## config.mk

```make
export PLATFORM = sky130hd
export DESIGN_NAME = ay_bus_master
export DESIGN_NICKNAME = d
export VERILOG_FILES = /design/src/rtl/ay_bus_master.sv
export SDC_FILE = /design/constraint.sdc
export NUM_CORES = 1
export LEC_CHECK = 0
export ABC_CLOCK_PERIOD_IN_PS = 4990
export CAP_MARGIN = 20
export CORE_UTILIZATION = 56
export CTS_BUF_LIST = sky130_fd_sc_hd__clkbuf_8
export DETAILED_ROUTE_END_ITERATION = 10
export PLACE_DENSITY = 0.95
export SLEW_MARGIN = 15
export SYNTH_ARGS = -nofsm -noshare
export SYNTH_HDL_FRONTEND = slang
export SYNTH_SLANG_ARGS = --single-unit
```

## constraint.sdc

```tcl
create_clock -name fclk -period 4.99 [get_ports fclk]
set_input_delay 1.2475 -clock fclk [delete_from_list [all_inputs] [get_ports fclk]]
set_output_delay 1.2475 -clock fclk [all_outputs]
set_load 0.01 [all_outputs]
```

## src/rtl/ay_bus_master.sv

```systemverilog
// Host-side initiator for the AY-compatible sound-card bus.
// Turns single-word requests into phased BDIR/BC2/BC1 cycles with post-access recovery.
module ay_bus_master #(
    parameter int unsigned SETUP_CYC  = 2,
    parameter int unsigned STROBE_CYC = 4,
    parameter int unsigned HOLD_CYC   = 2,
    parameter int unsigned ADDR_WAIT  = 136,
    parameter int unsigned DATA_WAIT  = 664,
    parameter int unsigned GAP_CYC    = 2
) (
    input  logic       fclk,
    input  logic       res_n,
    input  logic       req,
    input  logic [1:0] cmd,
    input  logic [7:0] wdata,
    output logic       ready,
    output logic [7:0] rdata,
    output logic       rvalid,
    output logic [7:0] ayd_o,
    output logic       ayd_oe,
    input  logic [7:0] ayd_i,
    output logic       aybdir,
    output logic       aybc2,
    output logic       aybc1,
    output logic       aya8,
    output logic       aya9_n
);

    localparam int unsigned PH_W   = 4;
    localparam int unsigned RC_W   = 10;
    localparam int unsigned PH_MAX = (1 << PH_W) - 1;
    localparam int unsigned RC_MAX = (1 << RC_W) - 1;

    localparam logic [2:0] S_IDLE   = 3'd0;
    localparam logic [2:0] S_SETUP  = 3'd1;
    localparam logic [2:0] S_STROBE = 3'd2;
    localparam logic [2:0] S_HOLD   = 3'd3;
    localparam logic [2:0] S_RECOV  = 3'd4;

    localparam logic [1:0] CMD_ADDR = 2'b00;
    localparam logic [1:0] CMD_WR   = 2'b01;
    localparam logic [1:0] CMD_RD   = 2'b10;
    localparam logic [1:0] CMD_CFG  = 2'b11;

    // (BDIR,BC2,BC1) codes
    localparam logic [2:0] BUS_INACT = 3'b010;
    localparam logic [2:0] BUS_ADDR  = 3'b111;
    localparam logic [2:0] BUS_WR    = 3'b110;
    localparam logic [2:0] BUS_RD    = 3'b011;

    logic [2:0]      state_q, state_d;
    logic [PH_W-1:0] ph_cnt_q, ph_cnt_d;
    logic [RC_W-1:0] rc_cnt_q, rc_cnt_d;
    logic [1:0]      cmd_q, cmd_d;

    logic            ready_d;
    logic [7:0]      rdata_d;
    logic            rvalid_d;
    logic [7:0]      ayd_o_d;
    logic            ayd_oe_d;
    logic [2:0]      bus_d;
    logic            aya8_d;
    logic            aya9_n_d;

    function automatic logic [2:0] strobe_code(input logic [1:0] c);
        case (c)
            CMD_ADDR: strobe_code = BUS_ADDR;
            CMD_WR:   strobe_code = BUS_WR;
            CMD_RD:   strobe_code = BUS_RD;
            default:  strobe_code = BUS_ADDR;
        endcase
    endfunction

    function automatic logic [RC_W-1:0] recov_load(input logic [1:0] c);
        case (c)
            CMD_ADDR: recov_load = RC_W'(ADDR_WAIT);
            CMD_WR:   recov_load = RC_W'(DATA_WAIT);
            default:  recov_load = RC_W'(GAP_CYC);
        endcase
    endfunction

    // Next-state and next-output logic; outputs are registered below.
    always_comb begin
        state_d  = state_q;
        ph_cnt_d = ph_cnt_q;
        rc_cnt_d = rc_cnt_q;
        cmd_d    = cmd_q;
        ready_d  = ready;
        rdata_d  = rdata;
        rvalid_d = 1'b0;
        ayd_o_d  = ayd_o;
        ayd_oe_d = ayd_oe;
        bus_d    = {aybdir, aybc2, aybc1};
        aya8_d   = aya8;
        aya9_n_d = aya9_n;

        case (state_q)
            S_IDLE: begin
                if (req && ready) begin
                    state_d  = S_SETUP;
                    ph_cnt_d = PH_W'(SETUP_CYC);
                    cmd_d    = cmd;
                    ready_d  = 1'b0;
                    ayd_o_d  = (cmd == CMD_CFG) ? {4'hF, wdata[3:0]} : wdata;
                    ayd_oe_d = (cmd != CMD_RD);
                    bus_d    = BUS_INACT;
                    aya8_d   = 1'b1;
                    aya9_n_d = 1'b0;
                end
            end

            S_SETUP: begin
                if (ph_cnt_q == PH_W'(1)) begin
                    state_d  = S_STROBE;
                    ph_cnt_d = PH_W'(STROBE_CYC);
                    bus_d    = strobe_code(cmd_q);
                end else begin
                    ph_cnt_d = ph_cnt_q - PH_W'(1);
                end
            end

            S_STROBE: begin
                if (ph_cnt_q == PH_W'(1)) begin
                    state_d  = S_HOLD;
                    ph_cnt_d = PH_W'(HOLD_CYC);
                    bus_d    = BUS_INACT;
                    // read data is sampled on the edge that ends the strobe
                    if (cmd_q == CMD_RD) begin
                        rdata_d  = ayd_i;
                        rvalid_d = 1'b1;
                    end
                end else begin
                    ph_cnt_d = ph_cnt_q - PH_W'(1);
                end
            end

            S_HOLD: begin
                if (ph_cnt_q == PH_W'(1)) begin
                    state_d  = S_RECOV;
                    rc_cnt_d = recov_load(cmd_q);
                    ayd_o_d  = 8'h00;
                    ayd_oe_d = 1'b0;
                    aya8_d   = 1'b0;
                    aya9_n_d = 1'b1;
                end else begin
                    ph_cnt_d = ph_cnt_q - PH_W'(1);
                end
            end

            S_RECOV: begin
                if (rc_cnt_q == RC_W'(1)) begin
                    state_d = S_IDLE;
                    ready_d = 1'b1;
                end else begin
                    rc_cnt_d = rc_cnt_q - RC_W'(1);
                end
            end

            default: begin
                state_d  = S_IDLE;
                ready_d  = 1'b1;
                ayd_o_d  = 8'h00;
                ayd_oe_d = 1'b0;
                bus_d    = BUS_INACT;
                aya8_d   = 1'b0;
                aya9_n_d = 1'b1;
            end
        endcase
    end

    // State and output registers; reset forces the bus inactive immediately.
    always_ff @(posedge fclk or negedge res_n) begin
        if (!res_n) begin
            state_q  <= S_IDLE;
            ph_cnt_q <= '0;
            rc_cnt_q <= '0;
            cmd_q    <= CMD_ADDR;
            ready    <= 1'b1;
            rdata    <= 8'h00;
            rvalid   <= 1'b0;
            ayd_o    <= 8'h00;
            ayd_oe   <= 1'b0;
            aybdir   <= BUS_INACT[2];
            aybc2    <= BUS_INACT[1];
            aybc1    <= BUS_INACT[0];
            aya8     <= 1'b0;
            aya9_n   <= 1'b1;
        end else begin
            state_q  <= state_d;
            ph_cnt_q <= ph_cnt_d;
            rc_cnt_q <= rc_cnt_d;
            cmd_q    <= cmd_d;
            ready    <= ready_d;
            rdata    <= rdata_d;
            rvalid   <= rvalid_d;
            ayd_o    <= ayd_o_d;
            ayd_oe   <= ayd_oe_d;
            aybdir   <= bus_d[2];
            aybc2    <= bus_d[1];
            aybc1    <= bus_d[0];
            aya8     <= aya8_d;
            aya9_n   <= aya9_n_d;
        end
    end

    // Parameters must fit the 4-bit phase and 10-bit recovery counters.
    always @(posedge fclk) begin
        assert (SETUP_CYC  >= 32'd1 && SETUP_CYC  <= PH_MAX) else $error("SETUP_CYC out of range");
        assert (STROBE_CYC >= 32'd1 && STROBE_CYC <= PH_MAX) else $error("STROBE_CYC out of range");
        assert (HOLD_CYC   >= 32'd1 && HOLD_CYC   <= PH_MAX) else $error("HOLD_CYC out of range");
        assert (ADDR_WAIT  >= 32'd1 && ADDR_WAIT  <= RC_MAX) else $error("ADDR_WAIT out of range");
        assert (DATA_WAIT  >= 32'd1 && DATA_WAIT  <= RC_MAX) else $error("DATA_WAIT out of range");
        assert (GAP_CYC    >= 32'd1 && GAP_CYC    <= RC_MAX) else $error("GAP_CYC out of range");
    end

endmodule

```

==> flow_metrics.py, run 1 <==
metrics = {
    "run_status": {
        "outcome": "complete, no violations",
    },
    "setup_path": {
        "crit_path_end": "cmd_q[1]",
        "start_kind": "input port",
        "arrival_ns": 3.05,
        "cp.required_ns": 5.17,
        "reg2regPathDepth": 3,
        "cp_max_fo": 22,
        "crit_type": "in -> reg",
        "worstSetupEndpointType": "register",
        "rrSetupSlack_ns": 2.53,
        "reg2reg_to": "cmd_q[1]",
        "crit_chain": "clkdlybuf4s50_1, nand4b_1, mux2_2",
        "worst_path_largest_cell_delay_ns": 0.70,
        "slowest_stage": "nand4b_1",
        "timing.rr.start": "state_q[1]",
        "startpoint": "req",
    },
    "sta": {
        "fin_skew_ns": 0.00350,
        "drv_slew": 0,
        "fmax_mhz": 349,
        "setup-tns-final_ns": 0,
        "period_share_pct": 57.4,
        "slew_headroom_pct": 39.4,
        "setup_viol": 0,
        "worst_pin_slew_ns": 0.909,
        "hold_viol_final": 0,
        "rsz0062_at_grt": "false",
        "min_period_ns": 2.86,
    },
    "synth": {
        "syn_avg_cell_area_um2": 10.3,
        "synth_nets": 223,
        "ys_seq_area_share_pct": 51.6,
        "syn_area_mm2": 0.00204,
        "synthTopCellsByArea": "dfrtp_1 49%, mux2_2 6.1%, nand2_1 3.7%, o22ai_1 3.7%, a21oi_1 2.9%",
        "yosysWarnings": 0,
        "ys_ff_latch": 42,
        "synth_cells": 198,
        "yosysTopAreaCell": "dfrtp_1",
        "ys_async_sr_fraction_pct": 100,
        "ys_types": 50,
        "ys.flop_type": "dfrtp_1",
        "synth_edf_count": 0,
        "yosysTopAreaCellShare_pct": 49.0,
    },
    "grt": {
        "grt_max_degree": 43,
        "grt-ovfl-total": 0,
        "grt_pass1_vias": 1681,
        "antenna_found_initial": 0,
        "grt_usage_pct": 25.8,
        "grt_pass1_wl_um": 7700,
    },
    "placement": {
        "hpwlAfterDp_um": 3210,
        "place_area_mm2": 0.00249,
        "gp_congestion": 0.808,
        "portBuffers": 43,
    },
    "power": {
        "p_sw_uw": 133,
        "vdd_drop_max_uv": 208,
        "leakagePower_uw": 0.00115,
        "pwr-share-comb_pct": 5.8,
        "p_clk_share_pct": 40.8,
        "power_density_mw_per_mm2": 248,
        "pwr-share-seq_pct": 53.4,
        "power.share.switching_pct": 20.6,
        "p_int_uw": 513,
    },
    "worst_hold_path": {
        "hp-class": "reg -> reg",
        "min_path_cells": 1,
    },
    "cts": {
        "clock_latency_ns": 0.30,
        "cts.sinks": 42,
        "cts_max_level": 2,
        "cts_tree": "yes",
        "clk_pin_slew_worst_paths_ns": 0.08,
        "cts_root_buf": "clkbuf_8",
        "clock_path_buffers": 2,
        "hold_buffers": 0,
        "cts_resized": 0,
        "cts_made_buffers": 5,
        "cts_setup_buffers": 0,
    },
    "die": {
        "die_area_mm2": 0.00389,
        "core_area_mm2": 0.00342,
        "die_x_um": 62.4,
        "start_util_pct": 59.8,
        "die_h_um": 62.4,
        "row_count": 21,
        "boundaryPins": 45,
    },
    "route": {
        "drtIter0Drc": 103,
        "viasPerCell": 5.85,
        "drc": 0,
        "antenna_left": 0,
        "dr.pass1.iters": 4,
        "vias": 1680,
        "wl_per_cell_um": 16.0,
        "postRouteWirelength_um": 4600,
    },
    "finish": {
        "antenna_cells": 0,
        "stdcell_area_mm2": 0.00261,
        "drive_above_1_share_pct": 12.4,
        "nFillCells": 218,
        "fin_nets": 265,
        "syn2layout_area_growth_pct": 27.6,
    },
    "job": {
        "drv_cap": 0,
    },
}
## flip-flops by register name, summed over array words and instances, names as in the netlist
register and flops:
rc_cnt_q 10, ayd_o 8, rdata 8, ph_cnt_q 4, state_q 3, cmd_q 2, aya8 1, aya9_n 1
aybc1 1, aybdir 1, ayd_oe 1, ready 1, rvalid 1
## per-layer routing
metal / track usage [%] / share of wire, % / vias to the layer above
met5: 0 / 0 / -
met4: 13.4 / 2.1 / 0
met3: 6.20 / 4.5 / 13
met2: 45.0 / 54 / 52
met1: 29.1 / 39 / 814
li1: - / - / 801
## worst min-delay path by stage
stage	start	end	slack [ns]
global route	rdata[6]	rdata[6]	0.53
detailed placement	rdata[0]	rdata[0]	0.49
global placement	rdata[0]	rdata[0]	0.49
CTS	rdata[0]	rdata[0]	0.51
finish	rdata[0]	rdata[0]	0.51
floorplan	rc_cnt_q[5]	rc_cnt_q[5]	0.47
## area by class of cell
class                           count  area (µm²)  share of cell area [%]
Sequential cell                    42        1050                    40.4
Tap cell                           46        57.6                    2.21
Timing Repair Buffer               43         425                    16.3
Clock inverter                      3        41.3                    1.58
Multi-Input combinational cell    133         903                    34.7
Clock buffer                        5        68.8                    2.64
Inverter                           15        56.3                    2.16
## per-stage QoR
| stage | setup WS, ns | util (%) | total power, µW | hold slack (ns) | instances |
|---|---|---|---|---|---|
| finish | 2.13 | 76.3 | 646 | 0.511 | 287 |
| global route | 2.00 | 76.3 | 665 | 0.528 | 287 |
| floorplan | 3.03 | - | 359 | 0.471 | 198 |
| detailed placement | 1.86 | 72.9 | 390 | 0.495 | 279 |
| CTS | 2.17 | 76.1 | 652 | 0.513 | 287 |
| global placement | 1.89 | 72.9 | 388 | 0.485 | 279 |
## cells by family after synthesis
group / synth area share, %
multiplexers: 6.55
XOR/XNOR: 0.857
adder cells (fa/ha/maj): 2.45
AND/OR/NAND/NOR: 17.0
buffers and inverters: 4.53
flip-flops: 51.6
AO/OA/AOI/OAI: 16.9
other: 0.184
## worst max-delay path, delay by kind of cell
| family | cells | cell delay [ns] |
|---|---|---|
| muxes | 1 | 0.54 |
| buffers and inverters | 1 | 0.55 |
| and+or+nand+nor | 1 | 0.70 |
## power groups by stage
stage,Sequential (µW),Combinational (µW),Clock (µW)
after CTS,345,38.5,268
after detailed placement,352,38.2,0
after global routing,346,41.3,279
final,345,37.6,263
after floorplan,353,6.01,0
after global placement,351,37.0,0
## layout by cell type, fill, tap and decap left out, drive strengths merged, types with 4 or more instances in the layout
cell type / synthesis / routed
nor2b: 5 / 5
nor2: 11 / 11
o22ai: 12 / 12
a21oi: 12 / 12
dfrtp: 40 / 40
or4: 4 / 4
ha: 4 / 4
nand2: 20 / 20
nor3: 7 / 7
o21ai: 6 / 6
inv: 15 / 16
mux2: 11 / 11
clkbuf: 5 / 5
clkdlybuf4s50: 0 / 42
## cell usage after synthesis (2+ instances only)
cell       n
nand2_1   20
a221oi_1   3
o31ai_1    2
dfrtp_1   40
clkbuf_1   5
nor3_1     7
xnor2_1    2
or3_1      2
nor2b_1    5
o22ai_1   12
inv_1     14
nor3b_2    2
a21oi_1   12
buf_2      2
mux2_2    11
ha_1       4
nand3_1    3
o21ai_0    6
or4_1      4
nor2_1    11
dfstp_2    2
Power figures use the tool's default switching activity.
==> inputs of run 2 (changes only) <==
--- a/config.mk
+++ b/config.mk
@@ -5,12 +5,12 @@
 export SDC_FILE = /design/constraint.sdc
 export NUM_CORES = 1
 export LEC_CHECK = 0
-export ABC_CLOCK_PERIOD_IN_PS = 4990
+export ABC_CLOCK_PERIOD_IN_PS = 2650
 export CAP_MARGIN = 20
-export CORE_UTILIZATION = 56
+export CORE_UTILIZATION = 52
 export CTS_BUF_LIST = sky130_fd_sc_hd__clkbuf_8
 export DETAILED_ROUTE_END_ITERATION = 10
-export PLACE_DENSITY = 0.95
+export PLACE_DENSITY = 0.91
 export SLEW_MARGIN = 15
 export SYNTH_ARGS = -nofsm -noshare
 export SYNTH_HDL_FRONTEND = slang
==> constraint.sdc (replaced) <==
create_clock -name fclk -period 2.65 [get_ports fclk]
set_input_delay 0.6625 -clock fclk [delete_from_list [all_inputs] [get_ports fclk]]
set_output_delay 0.6625 -clock fclk [all_outputs]
set_load 0.01 [all_outputs]
==> run 2 against run 1 <==
- via count increased by 3.2%
- global-route usage decreased by 0.81 points
- worst hold slack got worse by 0.25 ns
- combinational power increased by 94%
- clock power increased by 60%
- clock-buffer cell count increased by 1
- critical path depth increased by 1
- final area increased by 0.29%
- flip-flop and latch count unchanged
- setup slack got worse by 1.7 ns
- first-iteration DRC count decreased by 24%
- critical endpoint is now rc_cnt_q[7]
==> flow_metrics.py, run 2 (synthesis gave the netlist of run 1 again) <==
metrics = {
    "run_status": {
        "outcome": "complete, no violations",
    },
    "sta": {
        "hold_viol_final": 0,
        "setup-tns-final_ns": 0,
        "period_share_pct": 82.4,
        "setup_viol": 0,
        "slew_headroom_pct": 62.7,
        "rsz0062_at_grt": "false",
        "drv_slew": 0,
        "fmax_mhz": 458,
        "fin_skew_ns": 0.00492,
        "worst_pin_slew_ns": 0.555,
        "min_period_ns": 2.18,
    },
    "setup_path": {
        "startpoint": "state_q[2]",
        "timing.rr.start": "state_q[2]",
        "arrival_ns": 2.37,
        "slowest_stage": "dfrtp_1",
        "crit_chain": "nor3b_2, nand2_1, or4_1, a32o_1",
        "worst_path_largest_cell_delay_ns": 0.64,
        "cp.required_ns": 2.84,
        "cp_max_fo": 17,
        "start_kind": "register",
        "path_delay_family": "simple AND/OR/NAND/NOR gates",
        "crit_buf_inv": 0,
        "worstSetupEndpointType": "register",
        "crit_type": "reg -> reg",
    },
    "die": {
        "die_h_um": 64.7,
        "start_util_pct": 55.0,
        "boundaryPins": 45,
        "core_area_mm2": 0.00372,
        "die_x_um": 64.7,
        "row_count": 22,
        "die_area_mm2": 0.00418,
    },
    "route": {
        "postRouteWirelength_um": 4680,
        "drtIter0Drc": 78,
        "wl_per_cell_um": 16.0,
        "antenna_left": 0,
        "dr.pass1.iters": 6,
        "viasPerCell": 5.92,
        "drc": 0,
        "vias": 1734,
    },
    "finish": {
        "antenna_cells": 0,
        "largest_register_ff_count": 10,
        "post-route-util_pct": 70.3,
        "final_common_cell": "clkdlybuf4s50_1",
        "stdcell_area_mm2": 0.00261,
        "final_cell_mix": "42 x clkdlybuf4s50_1, 40 x dfrtp_1, 20 x nand2_1",
        "largest-register": "rc_cnt_q",
        "top_regs": "rc_cnt_q (10), ayd_o (8), rdata (8)",
        "syn2layout_area_growth_pct": 27.9,
        "drive_above_1_share_pct": 13.5,
        "fin_nets": 269,
    },
    "cts": {
        "hold_buffers": 0,
        "clock_path_buffers": 2,
        "clock_latency_ns": 0.30,
        "cts_setup_buffers": 0,
        "clk_pin_slew_worst_paths_ns": 0.08,
        "cts_max_level": 2,
        "cts_tree": "yes",
        "cts_made_buffers": 5,
        "cts_root_buf": "clkbuf_8",
        "cts.sinks": 42,
        "cts_resized": 0,
    },
    "job": {
        "drv_cap": 0,
    },
    "power": {
        "power_density_mw_per_mm2": 437,
        "leakagePower_uw": 0.00117,
        "vdd_drop_max_uv": 494,
    },
    "placement": {
        "place_area_mm2": 0.00252,
        "portBuffers": 43,
        "gp_congestion": 0.868,
        "hpwlAfterDp_um": 3330,
    },
    "grt": {
        "grt_max_degree": 28,
        "grt-ovfl-total": 0,
        "grt_pass1_vias": 1726,
        "grt_pass1_wl_um": 7830,
        "antenna_found_initial": 0,
        "grt_usage_pct": 25.0,
    },
    "worst_hold_path": {
        "hp-class": "in -> async",
    },
}
## run 2: final cells by class
type,instances,area (µm²)
Fill cell,265,1100
Sequential cell,42,1050
Multi-Input combinational cell,133,897
Timing Repair Buffer,47,455
Clock buffer,6,82.6
Tap cell,48,60.1
Inverter,15,56.3
Clock inverter,2,8.76
## run 2: metrics by stage
stage	hold slack [ns]	total power (µW)	setup slack, ns	instances
global route	0.289	1180	0.376	293
global placement	0.486	733	0.591	285
CTS	0.270	1150	0.493	293
detailed placement	0.489	736	0.505	285
finish	0.258	1140	0.468	293
floorplan	0.367	677	0.733	198
## run 2: routing by layer
layer  part of all wire [%]  global-route usage [%]  up-vias  routed length (µm)
met5                      0                       0        -                   0
met4                    3.0                    14.4        0                 138
met3                    4.8                    5.11       16                 226
met2                     50                    38.9       59                2330
met1                     42                    32.2      849                1990
li1                       -                       -      810                   -
## run 2: report_power, final
| part | leakage [µW] | internal [µW] | total (µW) | switching (µW) |
|---|---|---|---|---|
| clock network | 0.0000524 | 206 | 420 | 214 |
| logic | 0.000589 | 42.9 | 72.8 | 29.9 |
| registers | 0.000530 | 647 | 649 | 2.80 |
## run 2: final timing paths
check	to	slack [ns]	cells after the start
min	rc_cnt_q[8]	0.26	1
max reg2reg	rc_cnt_q[7]	0.47	4
min reg2reg	rdata[7]	0.51	1
max in group asynchronous	aya9_n	1.68	2
max	rc_cnt_q[7]	0.47	4
min in group fclk	rdata[7]	0.51	1
